File: config.mk
export PLATFORM = sky130hd
export DESIGN_NAME = instr_fetch
export DESIGN_NICKNAME = d
export VERILOG_FILES = /design/src/rtl/rv32i_pkg.sv /design/src/rtl/fetch_fifo.sv /design/src/rtl/instr_fetch.sv
export SDC_FILE = /design/constraint.sdc
export NUM_CORES = 1
export LEC_CHECK = 0
export CAP_MARGIN = 20
export CORE_ASPECT_RATIO = 2
export CORE_UTILIZATION = 25
export DETAILED_ROUTE_END_ITERATION = 10
export DONT_BUFFER_PORTS = 1
export GPL_ROUTABILITY_DRIVEN = 0
export HOLD_SLACK_MARGIN = 0.08
export SETUP_SLACK_MARGIN = 0.1
export SLEW_MARGIN = 20
export SYNTH_ARGS = -nofsm -noshare
export SYNTH_HDL_FRONTEND = slang
export SYNTH_HIERARCHICAL = 1
export SYNTH_SLANG_ARGS = --single-unit
File: constraint.sdc
create_clock -name clk -period 7.59 [get_ports clk]
set_input_delay 0.759 -clock clk [delete_from_list [all_inputs] [get_ports clk]]
set_output_delay 0.759 -clock clk [all_outputs]
set_load 0.02 [all_outputs]
File: src/rtl/rv32i_pkg.sv
// Shared RV32I definitions: opcode constants, the canonical NOP and J-immediate decode.
package rv32i_pkg;

  localparam logic [6:0] OPC_LUI     = 7'b0110111;
  localparam logic [6:0] OPC_AUIPC   = 7'b0010111;
  localparam logic [6:0] OPC_JAL     = 7'b1101111;
  localparam logic [6:0] OPC_JALR    = 7'b1100111;
  localparam logic [6:0] OPC_BRANCH  = 7'b1100011;
  localparam logic [6:0] OPC_LOAD    = 7'b0000011;
  localparam logic [6:0] OPC_STORE   = 7'b0100011;
  localparam logic [6:0] OPC_OP_IMM  = 7'b0010011;
  localparam logic [6:0] OPC_OP      = 7'b0110011;
  localparam logic [6:0] OPC_MISCMEM = 7'b0001111;
  localparam logic [6:0] OPC_SYSTEM  = 7'b1110011;

  localparam logic [31:0] NOP = 32'h0000_0013;

  // Sign-extended JAL offset; bit 0 is always zero.
  function automatic logic [31:0] j_imm(input logic [31:0] instr);
    return {{11{instr[31]}}, instr[31], instr[19:12], instr[20], instr[30:21], 1'b0};
  endfunction

endpackage

File: src/rtl/fetch_fifo.sv
// Synchronous FIFO of fetched {pc, instr} entries with a single-cycle flush.
module fetch_fifo #(
  parameter int DEPTH = 2,
  parameter int WIDTH = 64
) (
  input  logic             clk,
  input  logic             rst,
  input  logic             flush_i,
  input  logic             push_i,
  input  logic [WIDTH-1:0] wr_data_i,
  input  logic             pop_i,
  output logic [WIDTH-1:0] rd_data_o,
  output logic             full_o,
  output logic             empty_o
);

  localparam int AW = (DEPTH > 1) ? $clog2(DEPTH) : 1;
  localparam int CW = AW + 1;

  logic [WIDTH-1:0] mem_q [DEPTH];
  logic [AW-1:0]    wr_ptr_q, rd_ptr_q;
  logic [CW-1:0]    count_q, count_d;
  logic             do_push, do_pop;

  assign full_o    = (count_q == CW'(DEPTH));
  assign empty_o   = (count_q == '0);
  assign rd_data_o = mem_q[rd_ptr_q];

  // Flush wins over both push and pop so a redirect leaves the buffer empty.
  assign do_push = push_i && !full_o && !flush_i;
  assign do_pop  = pop_i && !empty_o && !flush_i;

  always_comb begin
    count_d = count_q;
    if (flush_i) begin
      count_d = '0;
    end else if (do_push && !do_pop) begin
      count_d = count_q + CW'(1);
    end else if (do_pop && !do_push) begin
      count_d = count_q - CW'(1);
    end
  end

  always_ff @(posedge clk or posedge rst) begin
    if (rst) begin
      for (int i = 0; i < DEPTH; i++) begin
        mem_q[i] <= '0;
      end
      wr_ptr_q <= '0;
      rd_ptr_q <= '0;
      count_q  <= '0;
    end else begin
      count_q <= count_d;
      if (flush_i) begin
        wr_ptr_q <= '0;
        rd_ptr_q <= '0;
      end else begin
        if (do_push) begin
          mem_q[wr_ptr_q] <= wr_data_i;
          wr_ptr_q        <= wr_ptr_q + AW'(1);
        end
        if (do_pop) begin
          rd_ptr_q <= rd_ptr_q + AW'(1);
        end
      end
    end
  end

endmodule

File: src/rtl/instr_fetch.sv
// RV32I instruction-fetch front end: PC register, imem address, fetch buffer to decode.
// Define IF_JAL_PREDICT_EN to follow JAL targets at fetch time instead of pc + 4.
module instr_fetch
  import rv32i_pkg::*;
#(
  parameter logic [31:0] RESET_PC   = 32'h0000_0000,
  parameter int          FIFO_DEPTH = 2
) (
  input  logic        clk,
  input  logic        rst,
  output logic [31:0] imem_addr,
  input  logic [31:0] imem_instr,
  input  logic        redirect_valid,
  input  logic [31:0] redirect_pc,
  output logic        out_valid,
  input  logic        out_ready,
  output logic [31:0] out_instr,
  output logic [31:0] out_pc,
  output logic        misalign_err
);

  logic [31:0] pc_q, pc_d, next_pc;
  logic        misalign_q, misalign_d;
  logic        enq, deq, fifo_full, fifo_empty;
  logic [63:0] head;

  assign imem_addr = pc_q;
  assign enq       = !fifo_full && !redirect_valid;
  assign deq       = !fifo_empty && out_ready && !redirect_valid;

`ifdef IF_JAL_PREDICT_EN
  always_comb begin
    next_pc = pc_q + 32'd4;
    if (imem_instr[6:0] == OPC_JAL) begin
      next_pc = pc_q + j_imm(imem_instr);
    end
  end
`else
  assign next_pc = pc_q + 32'd4;
`endif

  // Redirect overrides any fetch advance; a misaligned target is realigned and flagged.
  always_comb begin
    pc_d       = pc_q;
    misalign_d = 1'b0;
    if (redirect_valid) begin
      pc_d       = {redirect_pc[31:2], 2'b00};
      misalign_d = |redirect_pc[1:0];
    end else if (enq) begin
      pc_d = next_pc;
    end
  end

  always_ff @(posedge clk or posedge rst) begin
    if (rst) begin
      pc_q       <= RESET_PC;
      misalign_q <= 1'b0;
    end else begin
      pc_q       <= pc_d;
      misalign_q <= misalign_d;
    end
  end

  fetch_fifo #(
    .DEPTH (FIFO_DEPTH),
    .WIDTH (64)
  ) u_fifo (
    .clk       (clk),
    .rst       (rst),
    .flush_i   (redirect_valid),
    .push_i    (enq),
    .wr_data_i ({pc_q, imem_instr}),
    .pop_i     (deq),
    .rd_data_o (head),
    .full_o    (fifo_full),
    .empty_o   (fifo_empty)
  );

  assign out_valid    = !fifo_empty;
  assign out_pc       = head[63:32];
  assign out_instr    = head[31:0];
  assign misalign_err = misalign_q;

endmodule

==> Yosys cells after proc, flatten, opt, wreduce, memory -nomap -nowiden <==
Cells that the tools add are included.
{ "word_totals": {"output_inout_bits": 98, "input_bits": 68, "register_bits": 165, "word_cells": 57} }
{ "classes": {"n_addsub": 5, "mux": 16, "reduce_logical": 22, "eq_ne": 1, "bitwise": 3, "order_cmp": 3} }
{ "op_table": {"columns": ["op", "count"], "rows": [
  ["two-way mux 64 bit", 4],
  ["bitwise mux 128 bit", 1],
  ["demux 64 bit (select 1 bit)", 1],
  ["two-way mux 32 bit", 2],
  ["adder 32 x 3 -> 32 bit (second input constant)", 1],
  ["logical AND 1 bit", 10],
  ["two-way mux 2 bit", 3],
  ["nonzero test 2 bit", 3],
  ["logical NOT 1 bit", 5],
  ["two-way mux 1 bit", 5],
  [">= comparator 2 bit (second input constant)", 2],
  ["NOT 1 -> 2 bit", 2],
  ["nonzero test 3 bit", 1],
  ["adder 1 bit (second input constant)", 2],
  ["adder 2 x 1 -> 2 bit (second input constant)", 1],
  ["== test 2 bit (second input constant)", 1],
  ["logical NOT 2 bit", 1],
  ["< comparator 2 x 1 -> 1 bit (second input constant)", 1],
  ["AND reduction 2 bit", 1],
  ["OR reduction 2 bit", 1],
  ["subtractor 2 x 1 -> 2 bit (second input constant)", 1],
  ["NOT 1 bit", 1]
]} }

==> Logic depth before layout (Yosys ltp) <==
Gate-level depths: netlist (run 1).
{ "depth": {"ltp_word": 10, "depth_mapped": 7, "ltp_nobuf": 6} }

==> Modules after synthesis <==
The synthesis (run 1) kept the hierarchy.
{ "modules_own_cells": {"columns": ["mod", "instances", "seq_area_each_um2", "cells_each", "area_per_inst_um2"], "rows": [
  ["fetch_fifo", 1, 3303.2, 366, 5741.8],
  ["instr_fetch", 1, 775.7, 211, 1884.3]
]} }

==> Least setup slack after synthesis (run 1) <==
No wires, ideal clock.
{ "synth_timing": {"path_type": "input port to flip-flop", "startpoint": "in redirect_valid", "endpoint": "reg u_fifo/mem_q[103] in the netlist's numbering", "arrival_ns": 2.697, "slack_ns": 4.768, "path_stages": 7, "n_path_buf": 3, "setup_time_ns": 0.125, "t_required_ns": 7.465, "cell_sequence": "clkbuf_1 buf_1 nor2_1 inv_1 nor4_4 buf_6 mux2_2"} }
{ "synth_via": {"elab_chain_cells": 5, "word_cells_on_any_way": 6, "cone_classes": "1 x bitwise; 5 x reduce/logical"} }
{ "synth_rtl": {"columns": ["element", "line", "rtl"], "rows": [
  ["start, declared", "instr_fetch.sv:13", "input logic redirect_valid,"],
  ["logical NOT 1 bit", "instr_fetch.sv:28", "assign enq = !fifo_full && !redirect_valid;"],
  ["logical AND 1 bit", "instr_fetch.sv:28", null],
  ["via enq", "instr_fetch.sv:24", "logic enq, deq, fifo_full, fifo_empty;"],
  ["logical AND 1 bit (2 in a row)", "fetch_fifo.sv:30", "assign do_push = push_i && !full_o && !flush_i;"],
  ["AND reduction 2 bit (no line)", null, null],
  ["end signal, assigned by index", "fetch_fifo.sv:59", "mem_q[wr_ptr_q] <= wr_data_i;"],
  ["end, declared", "fetch_fifo.sv:20", "logic [WIDTH-1:0] mem_q [DEPTH];"]
]} }
The timed path passes the listed nets, and every way through them passes these cells.
A chain may end at the register's enable or synchronous reset.

==> Worst setup path after layout (run 1) <==
{ "layout_timing": {"startpoint": "reg u_fifo.count_q[1]", "endpoint": "reg u_fifo/mem_q[66] in the netlist's numbering"} }
{ "layout_via": {"elab_chain_cells": 6} }
{ "layout_rtl": {"columns": ["element", "line", "rtl"], "rows": [
  ["start, declared", "fetch_fifo.sv:22", "logic [CW-1:0] count_q, count_d;"],
  ["start signal, assigned", "fetch_fifo.sv:53", "count_q <= count_d;"],
  ["== test 2 bit", "fetch_fifo.sv:25", "assign full_o = (count_q == CW'(DEPTH));"],
  ["via fifo_full", "instr_fetch.sv:24", null],
  ["logical NOT 1 bit", "instr_fetch.sv:28", null],
  ["logical AND 1 bit", "instr_fetch.sv:28", null],
  ["via enq", "instr_fetch.sv:24", null],
  ["logical AND 1 bit (2 in a row)", "fetch_fifo.sv:30", null],
  ["AND reduction 2 bit (no line)", null, null]
]} }
The timed path passes the listed nets, and every way through them passes these cells.

==> results of run 1 <==
==> how the worst max path moves through the flow <==
| stage | to | slack [ns] | cells past startpoint |
|---|---|---|---|
| final | u_fifo/mem_q[66]$_DFFE_PP0P_ | 4.31 | 7 |
| after global routing | u_fifo/mem_q[122]$_DFFE_PP0P_ | 4.06 | 7 |
| after CTS | u_fifo/mem_q[122]$_DFFE_PP0P_ | 4.30 | 7 |
| after detailed placement | u_fifo/mem_q[122]$_DFFE_PP0P_ | 4.32 | 7 |
| after global placement | u_fifo/mem_q[115]$_DFFE_PP0P_ | 4.39 | 7 |
| after floorplan | u_fifo/count_q[0]$_DFFE_PP0P_ | 3.30 | 1 |
==> through the flow <==
step | instances | util, % | area [µm²]
after floorplan | 582 | - | 7645
after global placement | 918 | 26.29 | 7905
after detailed placement | 918 | 26.29 | 7905
after CTS | 949 | 28.11 | 8451
after global routing | 954 | 28.16 | 8467
final | 954 | 28.16 | 8467
==> metal layers <==
metal	global-route usage, %	up-vias	routed length, µm
met1	13.24	2331	7195
met2	23.37	122	10690
met4	7.143	0	421
met5	0	-	0
li1	-	2073	-
met3	3.651	19	907
==> Yosys cell counts, types with 2 or more instances <==
library cell | n | area share (%)
sky130_fd_sc_hd__o211ai_1 | 6 | 0.59
sky130_fd_sc_hd__or4_1 | 10 | 0.98
sky130_fd_sc_hd__clkbuf_8 | 3 | 0.54
sky130_fd_sc_hd__nand4_1 | 10 | 0.82
sky130_fd_sc_hd__or3_1 | 2 | 0.16
sky130_fd_sc_hd__o31ai_1 | 5 | 0.49
sky130_fd_sc_hd__mux2i_1 | 2 | 0.26
sky130_fd_sc_hd__clkbuf_1 | 12 | 0.59
sky130_fd_sc_hd__and4b_1 | 2 | 0.26
sky130_fd_sc_hd__nand2_1 | 28 | 1.4
sky130_fd_sc_hd__buf_4 | 2 | 0.20
sky130_fd_sc_hd__nand3_1 | 14 | 0.92
sky130_fd_sc_hd__xnor2_1 | 7 | 0.80
sky130_fd_sc_hd__xor2_1 | 9 | 1.0
sky130_fd_sc_hd__buf_2 | 11 | 0.72
sky130_fd_sc_hd__mux2_1 | 5 | 0.74
sky130_fd_sc_hd__nor2_1 | 13 | 0.64
sky130_fd_sc_hd__and3_1 | 3 | 0.25
sky130_fd_sc_hd__buf_6 | 7 | 1.0
sky130_fd_sc_hd__o21ai_0 | 20 | 1.3
sky130_fd_sc_hd__a31oi_1 | 8 | 0.66
sky130_fd_sc_hd__dfrtp_1 | 163 | 53
sky130_fd_sc_hd__or2_2 | 2 | 0.16
sky130_fd_sc_hd__mux2_2 | 187 | 28
sky130_fd_sc_hd__a21oi_1 | 4 | 0.26
sky130_fd_sc_hd__and4_1 | 9 | 1.0
sky130_fd_sc_hd__inv_1 | 9 | 0.44
==> layout make-up <==
class	instances	area share [%]
Clock buffer	21	5.438
Timing Repair Buffer	4	0.3990
Sequential cell	163	48.22
Clock inverter	10	1.005
Inverter	10	0.5024
Tap cell	368	5.438
Antenna cell	5	0.1478
Multi-Input combinational cell	373	38.85
==> kinds of logic after synthesis <==
family / after synthesis
multiplexers: 194
flip-flops: 163
AND/OR/NAND/NOR: 109
AO/OA/AOI/OAI: 47
buffers and inverters: 46
XOR/XNOR: 16
adder cells (fa/ha/maj): 1
other: 1
==> placed cells by master (no fill, tap or decap), types with 6 or more instances in the layout <==
cell	synthesis	final
sky130_fd_sc_hd__xor2_1	9	9
sky130_fd_sc_hd__nor2_1	13	13
sky130_fd_sc_hd__conb_1	1	6
sky130_fd_sc_hd__dfrtp_1	163	162
sky130_fd_sc_hd__nand4_1	10	10
sky130_fd_sc_hd__xnor2_1	7	7
sky130_fd_sc_hd__and4_1	9	9
sky130_fd_sc_hd__a31oi_1	8	8
sky130_fd_sc_hd__mux2_2	187	187
sky130_fd_sc_hd__or4_1	10	10
sky130_fd_sc_hd__nand2_1	28	28
sky130_fd_sc_hd__inv_1	9	8
sky130_fd_sc_hd__o211ai_1	6	6
sky130_fd_sc_hd__o21ai_0	20	20
sky130_fd_sc_hd__nand3_1	14	14
sky130_fd_sc_hd__clkbuf_16	0	17
==> registers in the layout (all words and copies together), names as in the netlist <==
signal / cells
u_fifo/mem_q: 128
imem_addr: 30
u_fifo/count_q: 2
misalign_err: 1
u_fifo/rd_ptr_q: 1
u_fifo/wr_ptr_q: 1
==> report_power, final <==
group	internal (W)	switching, W
Clock	0.000463	0.000347
Combinational	0.000301	0.000322
Sequential	0.00113	0.000181
==> worst max-delay path: stages, from the launching register on <==
cell and delay (ns):
sky130_fd_sc_hd__dfrtp_1 0.44, sky130_fd_sc_hd__or2b_1 0.22, sky130_fd_sc_hd__inv_1 0.15, sky130_fd_sc_hd__nor2_1 0.31, sky130_fd_sc_hd__inv_1 0.18, sky130_fd_sc_hd__nor4_4 0.61
sky130_fd_sc_hd__buf_4 0.78, sky130_fd_sc_hd__mux2_2 0.42
==> results.txt, run 1 <==
----------------------------------------------------
[Run status]
  Result of the run ... finished with violations
  Failing checks ... DRC

[Routing]
  Violation count after the first detailed-routing iteration ... 228
  Vias per cell ... 4.764
  Number of DRC violations after detailed routing ... 12
  Via count ... 4545
  Final WL ... 19210 µm
  Routed Antenna Nets ... 0
  Post-DR wirelength/cell ... 20.14 µm
  1st-pass router iterations ... 7

[Power and ir drop]
  Power, Total ... 0.002745 W
  Worst vdd rail ir drop ... 0.1432 mV
  Leakage ... 3.420 nW
  Power Density ... 324.2 nW/µm²

[STA]
  Transition time at the pin with the least slew margin ... 1.070 ns
  Post-layout min period ... 3.278 ns
  Number of pins with negative max-slew slack in the final report ... 0
  Worst slew slack as a fraction of its limit ... 28.65%
  Worst setup margin ... 4.312 ns
  Final period util ... 43.19%
  Achievable Freq ... 305.0 MHz
  Total setup violations reported at the end of the flow ... 0
  Final number of hold-violating endpoints ... 0
  Worst Hold Margin ... 0.2102 ns
  Clock skew ... 0.008890 ns
  Setup repair after global routing missed its margin ... no
  Setup TNS ... 0 ns

[Synth]
  Parity-gate share of the synthesized area counting xor and xnor cells ... 1.838%
  Sequential fraction of the synthesis area ... 53.49%
  Post-synthesis share of cell area spent on and, or, nand and nor gates ... 8.450%
  Syn Inst Count ... 577
  Count of flip-flops with a built-in enable after synthesis ... 0
  Top flip-flop cell by instance count after synthesis ... sky130_fd_sc_hd__dfrtp_1
  Post-Synth Adder-Cell Area ... 0.1641%
  Synthesized area divided by synthesized cell count ... 13.22 µm²
  Area of the mapped netlist ... 7626 µm²
  Post-synthesis mux area share ... 28.61%
  Async set-or-reset flop fraction in the synthesized netlist ... 100.0%
  Number of register bits inferred by synthesis ... 163
  Compound-cell area share of the yosys netlist ... 3.774%
  Count of cell types in the netlist ... 51
  Yosys Warn Count ... 6
  Main combinational cell family by area after synthesis ... multiplexers

[Clock network]
  Postcts setup bufs ... 0
  Resized cells post-CTS ... 0
  Level count of the clock H-tree ... 4
  CTS Sinks ... 163
  Clock edge transition at the registers on the reported setup and hold paths ... 0.07 ns
  Insertion delay to the later sink of the worst-skew pair ... 0.43 ns
  Clock tree from TritonCTS ... built
  Clock root cell ... sky130_fd_sc_hd__clkbuf_16
  Clock tree buffer depth ... 2
  Number of clock buffers inserted by TritonCTS ... 17
  Hold_buf cts ... 0

[Layout]
  Filler instances ... 3051
  Area Overhead vs Synth ... 11.03%
  # nets final ... 638
  Sequential standard cell area ... 4083 µm²
  Ratio of cells with drive above 1 in the final layout ... 39.76%
  Multi-input gate area in the final layout ... 3289 µm²

[Placed design]
  Number of port buffers ... 0
  Minimum setup slack after placement ... 4.322 ns
  DP HPWL ... 13220 µm

[Worst setup path]
  Startpoint of the most critical setup path ... u_fifo/count_q[1]$_DFFE_PP0P_
  Start of the worst register-to-register path ... u_fifo/count_q[1]$_DFFE_PP0P_
  Arrival time of the worst setup path ... 3.59 ns
  Setup slack of the worst register-to-register path ... 4.31 ns
  Largest fanout on the critical path ... 57
  Critical Path Start Type ... flip-flop
  Reg-to-reg endpoint ... u_fifo/mem_q[66]$_DFFE_PP0P_
  Required arrival time at the worst endpoint ... 7.90 ns
  Startpoint-to-endpoint class of the critical path ... reg2reg
  Reg2reg path depth ... 7
  Type of element capturing the critical path ... flip-flop

[Floorplan]
  Placeable core region ... 30070 µm²
  Total Die Area ... 31250 µm²
  I/O Pins ... 166
  Die width ... 125.5 µm
  Initial cell density of the core ... 25.36%
  Standard-cell row count ... 90
  Height of the die ... 249 µm

[GRT]
  Overall track demand over capacity in global routing ... 12.93%
  Via count of the first global-routing pass ... 4802
  Number of antenna violations at the first check in global routing ... 5
  Global-route wire length before repair ... 29940 µm
  Leftover overflow at the end of global routing ... 0
  Pin count of the biggest net entering global routing ... 80

[Job]
  Number of max-cap violations ... 0

[Worst hold path]
  Worst hold path class ... in2async

----------------------------------------------------
No activity file was read; power rests on OpenSTA's default activity.
==> run 2, diff against run 1 <==
--- a/config.mk
+++ b/config.mk
@@ -5,6 +5,7 @@
 export SDC_FILE = /design/constraint.sdc
 export NUM_CORES = 1
 export LEC_CHECK = 0
+export ABC_AREA = 1
 export CAP_MARGIN = 20
 export CORE_ASPECT_RATIO = 2
 export CORE_UTILIZATION = 25
==> constraint.sdc (replaced) <==
create_clock -name clk -period 2.9 [get_ports clk]
set_input_delay 0.29 -clock clk [delete_from_list [all_inputs] [get_ports clk]]
set_output_delay 0.29 -clock clk [all_outputs]
set_load 0.02 [all_outputs]
==> run 2 against run 1 <==
  * The run now ends clean
  * Sequential cell count is the same
  * Combinational power grew to 4.5 times the previous value
  * Die area grew 9.5%
  * Largest power group unchanged
  * Register-to-register slack lost 3.6 ns
  * Critical path type is now reg2out
  * Sequential share of layout area shrank 7.9 points
  * Via count grew 50%
  * Wire length grew 23%
==> results.txt, run 2 <==
----------------------------------------------------
[STA]
  Setup repair after global routing missed its margin ... no
  Setup TNS ... 0 ns
  Final period util ... 79.63%
  Worst setup margin ... 0.5907 ns
  Number of pins with negative max-slew slack in the final report ... 0
  Achievable Freq ... 433.0 MHz
  Worst slew slack as a fraction of its limit ... 31.54%
  Total setup violations reported at the end of the flow ... 0
  Post-layout min period ... 2.309 ns
  Clock skew ... 0.009062 ns
  Transition time at the pin with the least slew margin ... 1.024 ns
  Final number of hold-violating endpoints ... 0

[GRT]
  Overall track demand over capacity in global routing ... 14.18%
  Number of antenna violations at the first check in global routing ... 0
  Leftover overflow at the end of global routing ... 0
  Via count of the first global-routing pass ... 6714
  Global-route wire length before repair ... 36840 µm
  Pin count of the biggest net entering global routing ... 129

[Synth]
  Post-synthesis share of cell area spent on and, or, nand and nor gates ... 27.38%
  Top flip-flop cell by instance count after synthesis ... sky130_fd_sc_hd__dfrtp_1
  Fraction of synthesized cell area taken by the top area cell type ... 48.77%
  Post-Synth Adder-Cell Area ... 0.1496%
  Cell with the most instances after synthesis ... sky130_fd_sc_hd__nand2_1
  Most frequent cells after synthesis ... sky130_fd_sc_hd__nand2_1, sky130_fd_sc_hd__dfrtp_1, sky130_fd_sc_hd__inv_1, sky130_fd_sc_hd__o21ai_0, sky130_fd_sc_hd__o21ai_2
  Count of cell types in the netlist ... 33
  Count of flip-flops with a built-in enable after synthesis ... 0
  Yosys Warn Count ... 6
  Syn Inst Count ... 1080
  Synthesized area divided by synthesized cell count ... 7.744 µm²
  Async set-or-reset flop fraction in the synthesized netlist ... 100.0%
  Yosys top cell by area ... sky130_fd_sc_hd__dfrtp_1
  Compound-cell area share of the yosys netlist ... 13.17%
  Biggest area contributors in the synthesized netlist ... sky130_fd_sc_hd__dfrtp_1, sky130_fd_sc_hd__nand2_1, sky130_fd_sc_hd__o21ai_2
  Sequential fraction of the synthesis area ... 48.77%
  Main combinational cell family by area after synthesis ... simple AND/OR/NAND/NOR gates
  Number of register bits inferred by synthesis ... 163
  Area of the mapped netlist ... 8363 µm²
  Post-synthesis mux area share ... 0%
  Parity-gate share of the synthesized area counting xor and xnor cells ... 1.152%

[Floorplan]
  Total Die Area ... 34230 µm²
  Standard-cell row count ... 94
  I/O Pins ... 166
  Initial cell density of the core ... 25.40%
  Die width ... 131.3 µm
  Placeable core region ... 32930 µm²
  Height of the die ... 260.7 µm

[Worst setup path]
  Largest fanout on the critical path ... 36
  Critical Path, Cell by Cell ... inv_2, buf_4, nand2_1, nand2_1
  Setup slack of the worst register-to-register path ... 0.71 ns
  Required arrival time at the worst endpoint ... 2.61 ns
  Critical Path Start Type ... flip-flop
  Reg-to-reg endpoint ... u_fifo/mem_q[119]$_DFFE_PP0P_
  Critical path's most frequent cell ... sky130_fd_sc_hd__nand2_1
  Start of the worst register-to-register path ... u_fifo/count_q[0]$_DFFE_PP0P_
  Slowest-stage cell, CP ... sky130_fd_sc_hd__inv_2
  Startpoint-to-endpoint class of the critical path ... reg2out
  Type of element capturing the critical path ... primary output
  Startpoint of the most critical setup path ... u_fifo/rd_ptr_q$_DFFE_PP0P_
  Delay-heaviest family, CP ... buffers and inverters
  Reg2reg path depth ... 9
  Arrival time of the worst setup path ... 2.02 ns
  Capturing element of the worst setup path ... out_pc[8]
  Number of cells on the critical path ... 4
  Crit path buf inv count ... 2
  Crit-path max cell delay ... 0.52 ns

[Layout]
  Finished Layout Cells ... 1583
  Leading cell types in the layout, fill and taps excluded ... sky130_fd_sc_hd__nand2_1, sky130_fd_sc_hd__dfrtp_1, sky130_fd_sc_hd__inv_1, sky130_fd_sc_hd__dlygate4sd3_1, sky130_fd_sc_hd__o21ai_0
  Number of flip-flops in the largest register ... 128
  Most common library cell in the layout ignoring fill and taps ... sky130_fd_sc_hd__nand2_1
  # nets final ... 1207
  Register name with the most flops ... u_fifo/mem_q
  Area Overhead vs Synth ... 20.92%
  # diodes ... 0
  Ratio of cells with drive above 1 in the final layout ... 11.12%
  Fin util ... 30.71%

[Routing]
  Post-DR wirelength/cell ... 14.98 µm
  Number of DRC violations after detailed routing ... 0
  Via count ... 6832
  Violation count after the first detailed-routing iteration ... 287
  Highest Signal Layer ... met4
  Final WL ... 23710 µm
  Wire length on met1 ... 8991 µm
  Routed Antenna Nets ... 0
  1st-pass router iterations ... 5
  Vias per cell ... 4.316
  Met3 wirelength from detailed routing ... 1139 µm
  Routed wire length on met2 ... 12910 µm

[Placed design]
  DP HPWL ... 16710 µm
  Minimum setup slack after placement ... 0.5587 ns
  Number of port buffers ... 0
  Number of placed instances, taps included ... 1475

[Clock network]
  Resized cells post-CTS ... 0
  Insertion delay to the later sink of the worst-skew pair ... 0.44 ns
  Number of clock buffers inserted by TritonCTS ... 17
  Clock edge transition at the registers on the reported setup and hold paths ... 0.07 ns
  CTS Sinks ... 163
  Clock tree from TritonCTS ... built
  Clock root cell ... sky130_fd_sc_hd__clkbuf_16
  Clock tree buffer depth ... 2
  Level count of the clock H-tree ... 4

[Power and ir drop]
  Worst vdd rail ir drop ... 0.4377 mV
  Power, Total ... 0.009001 W
  Leakage ... 5.042 nW
  Power Density ... 890.1 nW/µm²

[Worst hold path]
  Worst hold path class ... in2reg

[Job]
  Number of max-cap violations ... 0

[Run status]
  Result of the run ... finished, final reports clean

----------------------------------------------------
==> run 2: changes by cell type after synthesis, sizes merged, moves of 10 or more <==
cell   delta
and4     -10
nand2   +452
mux2    -192
nor2     +39
inv     +113
buf      +16
o21ai   +127
or4      -10
==> run 2: cells by family (layout without fill, tap and decap cells) <==
| group | Yosys count | after routing |
|---|---|---|
| xor gates and xnor gates | 11 | 11 |
| buffers and inverters | 175 | 243 |
| adders and majority gates | 1 | 1 |
| and+or+nand+nor | 561 | 561 |
| other | 1 | 4 |
| AOI/OAI and AO/OA | 168 | 168 |
| DFF | 163 | 163 |
==> run 2: how the worst min path moves through the flow <==
stage,start,endpoint,slack (ns),cells after the start
2_1_floorplan,rst,imem_addr[10]$_DFFE_PP0N_,0.39,1
3_3_place_gp,rst,imem_addr[3]$_DFFE_PP0N_,0.30,2
3_5_place_dp,rst,imem_addr[3]$_DFFE_PP0N_,0.30,2
4_1_cts,redirect_valid,misalign_err$_DFF_PP0_,0.09,2
5_1_grt,redirect_valid,misalign_err$_DFF_PP0_,0.12,2
6_report,redirect_valid,misalign_err$_DFF_PP0_,0.11,2
==> run 2: metal layers <==
| metal | track usage [%] | vias up |
|---|---|---|
| met2 | 26.51 | 150 |
| met5 | 0 | - |
| met1 | 14.58 | 3207 |
| met4 | 6.654 | 0 |
| met3 | 3.807 | 35 |
| li1 | - | 3440 |
==> run 2: layout make-up <==
cell class	instances	area, µm²
tap	432	540.5
inverter	123	465.4
fill	3574	22820
clock buffer	22	484.2
timing repair buffer	88	892.1
clock inverter	10	122.6
sequential	163	4080
multi-input combinational	745	3527
==> run 2: power breakdown <==
group          total [W]  leakage (nW)  internal (W)  switching, W
sequential       0.00386          2.03       0.00317      0.000691
combinational    0.00283          2.72      0.000849       0.00198
clock            0.00231         0.289       0.00137      0.000946
total            0.00900          5.04       0.00539       0.00361
==> run 2: repair_timing <==
| item | in CTS | in global routing |
|---|---|---|
| hold buffers | 76 | 0 |
| setup buffers | 0 | 0 |
| hold endpoints to repair | 163 | 0 |
==> run 2: stage by stage <==
step                      hold slack, ns  area [µm²]
after floorplan                   0.3935        8378
after global placement            0.3004        8741
after detailed placement          0.3043        8741
after CTS                        0.09305       10110
after global routing              0.1236       10110
final                             0.1053       10110
==> run 3, diff against run 2 <==
==> constraint.sdc (replaced) <==
create_clock -name clk -period 2 [get_ports clk]
set_input_delay 0.2 -clock clk [delete_from_list [all_inputs] [get_ports clk]]
set_output_delay 0.2 -clock clk [all_outputs]
set_load 0.02 [all_outputs]
==> run 3 against run 2 <==
  * Cell count rose by 2.0%
  * Sequential share of layout area fell by 1.3 points
  * Die area stayed put
  * Wire length increased by 3.2%
  * Non-clock buffer count increased by 31
  * Combinational power rose by 61%
  * Highest routed layer unchanged
==> results.txt, run 3 (synthesis gave the netlist of run 2 again) <==
----------------------------------------------------
[Run status]
  Result of the run ... finished, final reports clean

[Floorplan]
  Total Die Area ... 34230 µm²
  Standard-cell row count ... 94
  Height of the die ... 260.7 µm
  Die width ... 131.3 µm
  I/O Pins ... 166
  Placeable core region ... 32930 µm²
  Initial cell density of the core ... 25.40%

[Worst setup path]
  Type of element capturing the critical path ... primary output
  Startpoint-to-endpoint class of the critical path ... reg2out
  Critical Path Start Type ... flip-flop
  Crit path buf inv count ... 2
  Largest fanout on the critical path ... 26
  Crit-path max cell delay ... 0.48 ns
  Required arrival time at the worst endpoint ... 1.80 ns
  Critical Path, Cell by Cell ... inv_2, buf_12, nand2_1, nand2_1
  Critical path's most frequent cell ... sky130_fd_sc_hd__nand2_1
  Delay-heaviest family, CP ... flip-flops
  Arrival time of the worst setup path ... 1.59 ns
  Slowest-stage cell, CP ... sky130_fd_sc_hd__dfrtp_2

[Routing]
  Post-DR wirelength/cell ... 15.17 µm
  Number of DRC violations after detailed routing ... 0
  Via count ... 7021
  Final WL ... 24480 µm
  Violation count after the first detailed-routing iteration ... 297
  1st-pass router iterations ... 5
  Vias per cell ... 4.350
  Routed Antenna Nets ... 0

[Layout]
  Ratio of cells with drive above 1 in the final layout ... 13.87%
  # nets final ... 1238
  Leading cell types in the layout, fill and taps excluded ... sky130_fd_sc_hd__nand2_1, sky130_fd_sc_hd__dfrtp_1, sky130_fd_sc_hd__inv_1, sky130_fd_sc_hd__o21ai_0, sky130_fd_sc_hd__dlygate4sd3_1
  # diodes ... 0
  Register name with the most flops ... u_fifo/mem_q
  Number of flip-flops in the largest register ... 128
  Area Overhead vs Synth ... 25.00%
  Most common library cell in the layout ignoring fill and taps ... sky130_fd_sc_hd__nand2_1
  Filler instances ... 3539

[Clock network]
  CTS Sinks ... 163
  Clock tree buffer depth ... 2
  Insertion delay to the later sink of the worst-skew pair ... 0.43 ns
  Clock root cell ... sky130_fd_sc_hd__clkbuf_16
  Level count of the clock H-tree ... 4
  Clock edge transition at the registers on the reported setup and hold paths ... 0.07 ns
  Clock tree from TritonCTS ... built
  Number of clock buffers inserted by TritonCTS ... 17

[Power and ir drop]
  Leakage ... 5.254 nW
  Power Density ... 1289 nW/µm²
  Worst vdd rail ir drop ... 0.5782 mV
  Power, Total ... 0.01347 W

[Worst hold path]
  Worst hold path class ... in2reg

[GRT]
  Number of antenna violations at the first check in global routing ... 0
  Overall track demand over capacity in global routing ... 14.65%
  Via count of the first global-routing pass ... 7115
  Global-route wire length before repair ... 38250 µm
  Leftover overflow at the end of global routing ... 0
  Pin count of the biggest net entering global routing ... 77

[STA]
  Post-layout min period ... 1.786 ns
  Clock skew ... 0.007903 ns
  Setup TNS ... 0 ns
  Number of pins with negative max-slew slack in the final report ... 0
  Final number of hold-violating endpoints ... 0
  Total setup violations reported at the end of the flow ... 0
  Final period util ... 89.32%
  Worst setup margin ... 0.2136 ns
  Achievable Freq ... 559.8 MHz
  Setup repair after global routing missed its margin ... no

[Placed design]
  Number of port buffers ... 0
  DP HPWL ... 17180 µm
  Minimum setup slack after placement ... 0.1495 ns

[Job]
  Number of max-cap violations ... 0

----------------------------------------------------
[run 3: cell count changes in the layout (fill, tap and decap cells not counted), moves of 2 or more]
cell,previous run,this run
sky130_fd_sc_hd__buf_4,8,34
sky130_fd_sc_hd__buf_12,3,8
sky130_fd_sc_hd__nand2_2,5,7
sky130_fd_sc_hd__dlygate4sd3_1,76,73
sky130_fd_sc_hd__bufinv_16,2,4
sky130_fd_sc_hd__buf_6,1,3
sky130_fd_sc_hd__clkbuf_8,4,1
sky130_fd_sc_hd__nand2_1,472,470
[run 3: final cells by class]
class	count	area, µm²	share of cell area, %
Clock inverter	12	180.2	1.724
Timing Repair Buffer	119	1205	11.53
Inverter	123	465.4	4.452
Sequential cell	163	4080	39.03
Clock buffer	20	446.7	4.273
Multi-Input combinational cell	745	3536	33.82
Tap cell	432	540.5	5.171
[run 3: power by group]
part | total (W) | switching [W] | leakage (nW) | internal (W)
clock network | 0.00352 | 0.00139 | 0.301 | 0.00213
registers | 0.00539 | 0.000787 | 2.03 | 0.00460
logic | 0.00456 | 0.00315 | 2.92 | 0.00141
total | 0.0135 | 0.00533 | 5.25 | 0.00814
[run 3: final timing paths]
kind / startpoint / end / slack, ns / cells past startpoint
worst max-delay path: u_fifo/rd_ptr_q$_DFFE_PP0P_ / out_pc[12] / 0.21 / 4
min in group asynchronous: rst / u_fifo/mem_q[40]$_DFFE_PP0P_ / 0.39 / 3
worst min register to register: u_fifo/mem_q[113]$_DFFE_PP0P_ / u_fifo/mem_q[113]$_DFFE_PP0P_ / 0.48 / 2
worst max register to register: u_fifo/count_q[1]$_DFFE_PP0P_ / u_fifo/mem_q[97]$_DFFE_PP0P_ / 0.22 / 8
max in group asynchronous: rst / u_fifo/mem_q[73]$_DFFE_PP0P_ / 1.22 / 3
worst min-delay path: redirect_valid / imem_addr[9]$_DFFE_PP0N_ / 0.12 / 3
[run 3: worst min-delay path, cell delays in order]
cell and delay, ns:
sky130_fd_sc_hd__buf_12 0.16, sky130_fd_sc_hd__a21oi_1 0.06, sky130_fd_sc_hd__nor2_1 0.08
[run 3: metrics by stage]
step,hold slack (ns),area (µm²),util (%),cells
after floorplan,0.3035,8378,-,1083
after global placement,0.2111,9031,27.42,1507
after detailed placement,0.2061,9031,27.42,1507
after CTS,0.09805,10410,31.61,1613
after global routing,0.1249,10450,31.74,1614
final,0.1249,10450,31.74,1614
[run 3: metal layers]
layer / vias to the layer above / global-route usage [%] / routed length [µm]
met5: - / 0 / 0
met4: 0 / 9.496 / 1188
met3: 57 / 3.613 / 1174
met2: 189 / 26.94 / 13150
met1: 3270 / 14.64 / 8966
li1: 3505 / - / -
[run 3: timing repair]
item,in CTS,in global routing
hold endpoints to repair,261,0
gates resized for setup,0,6
hold buffers,74,0
gates cloned,0,1
endpoints found under the setup margin,1,64
setup buffers,0,0
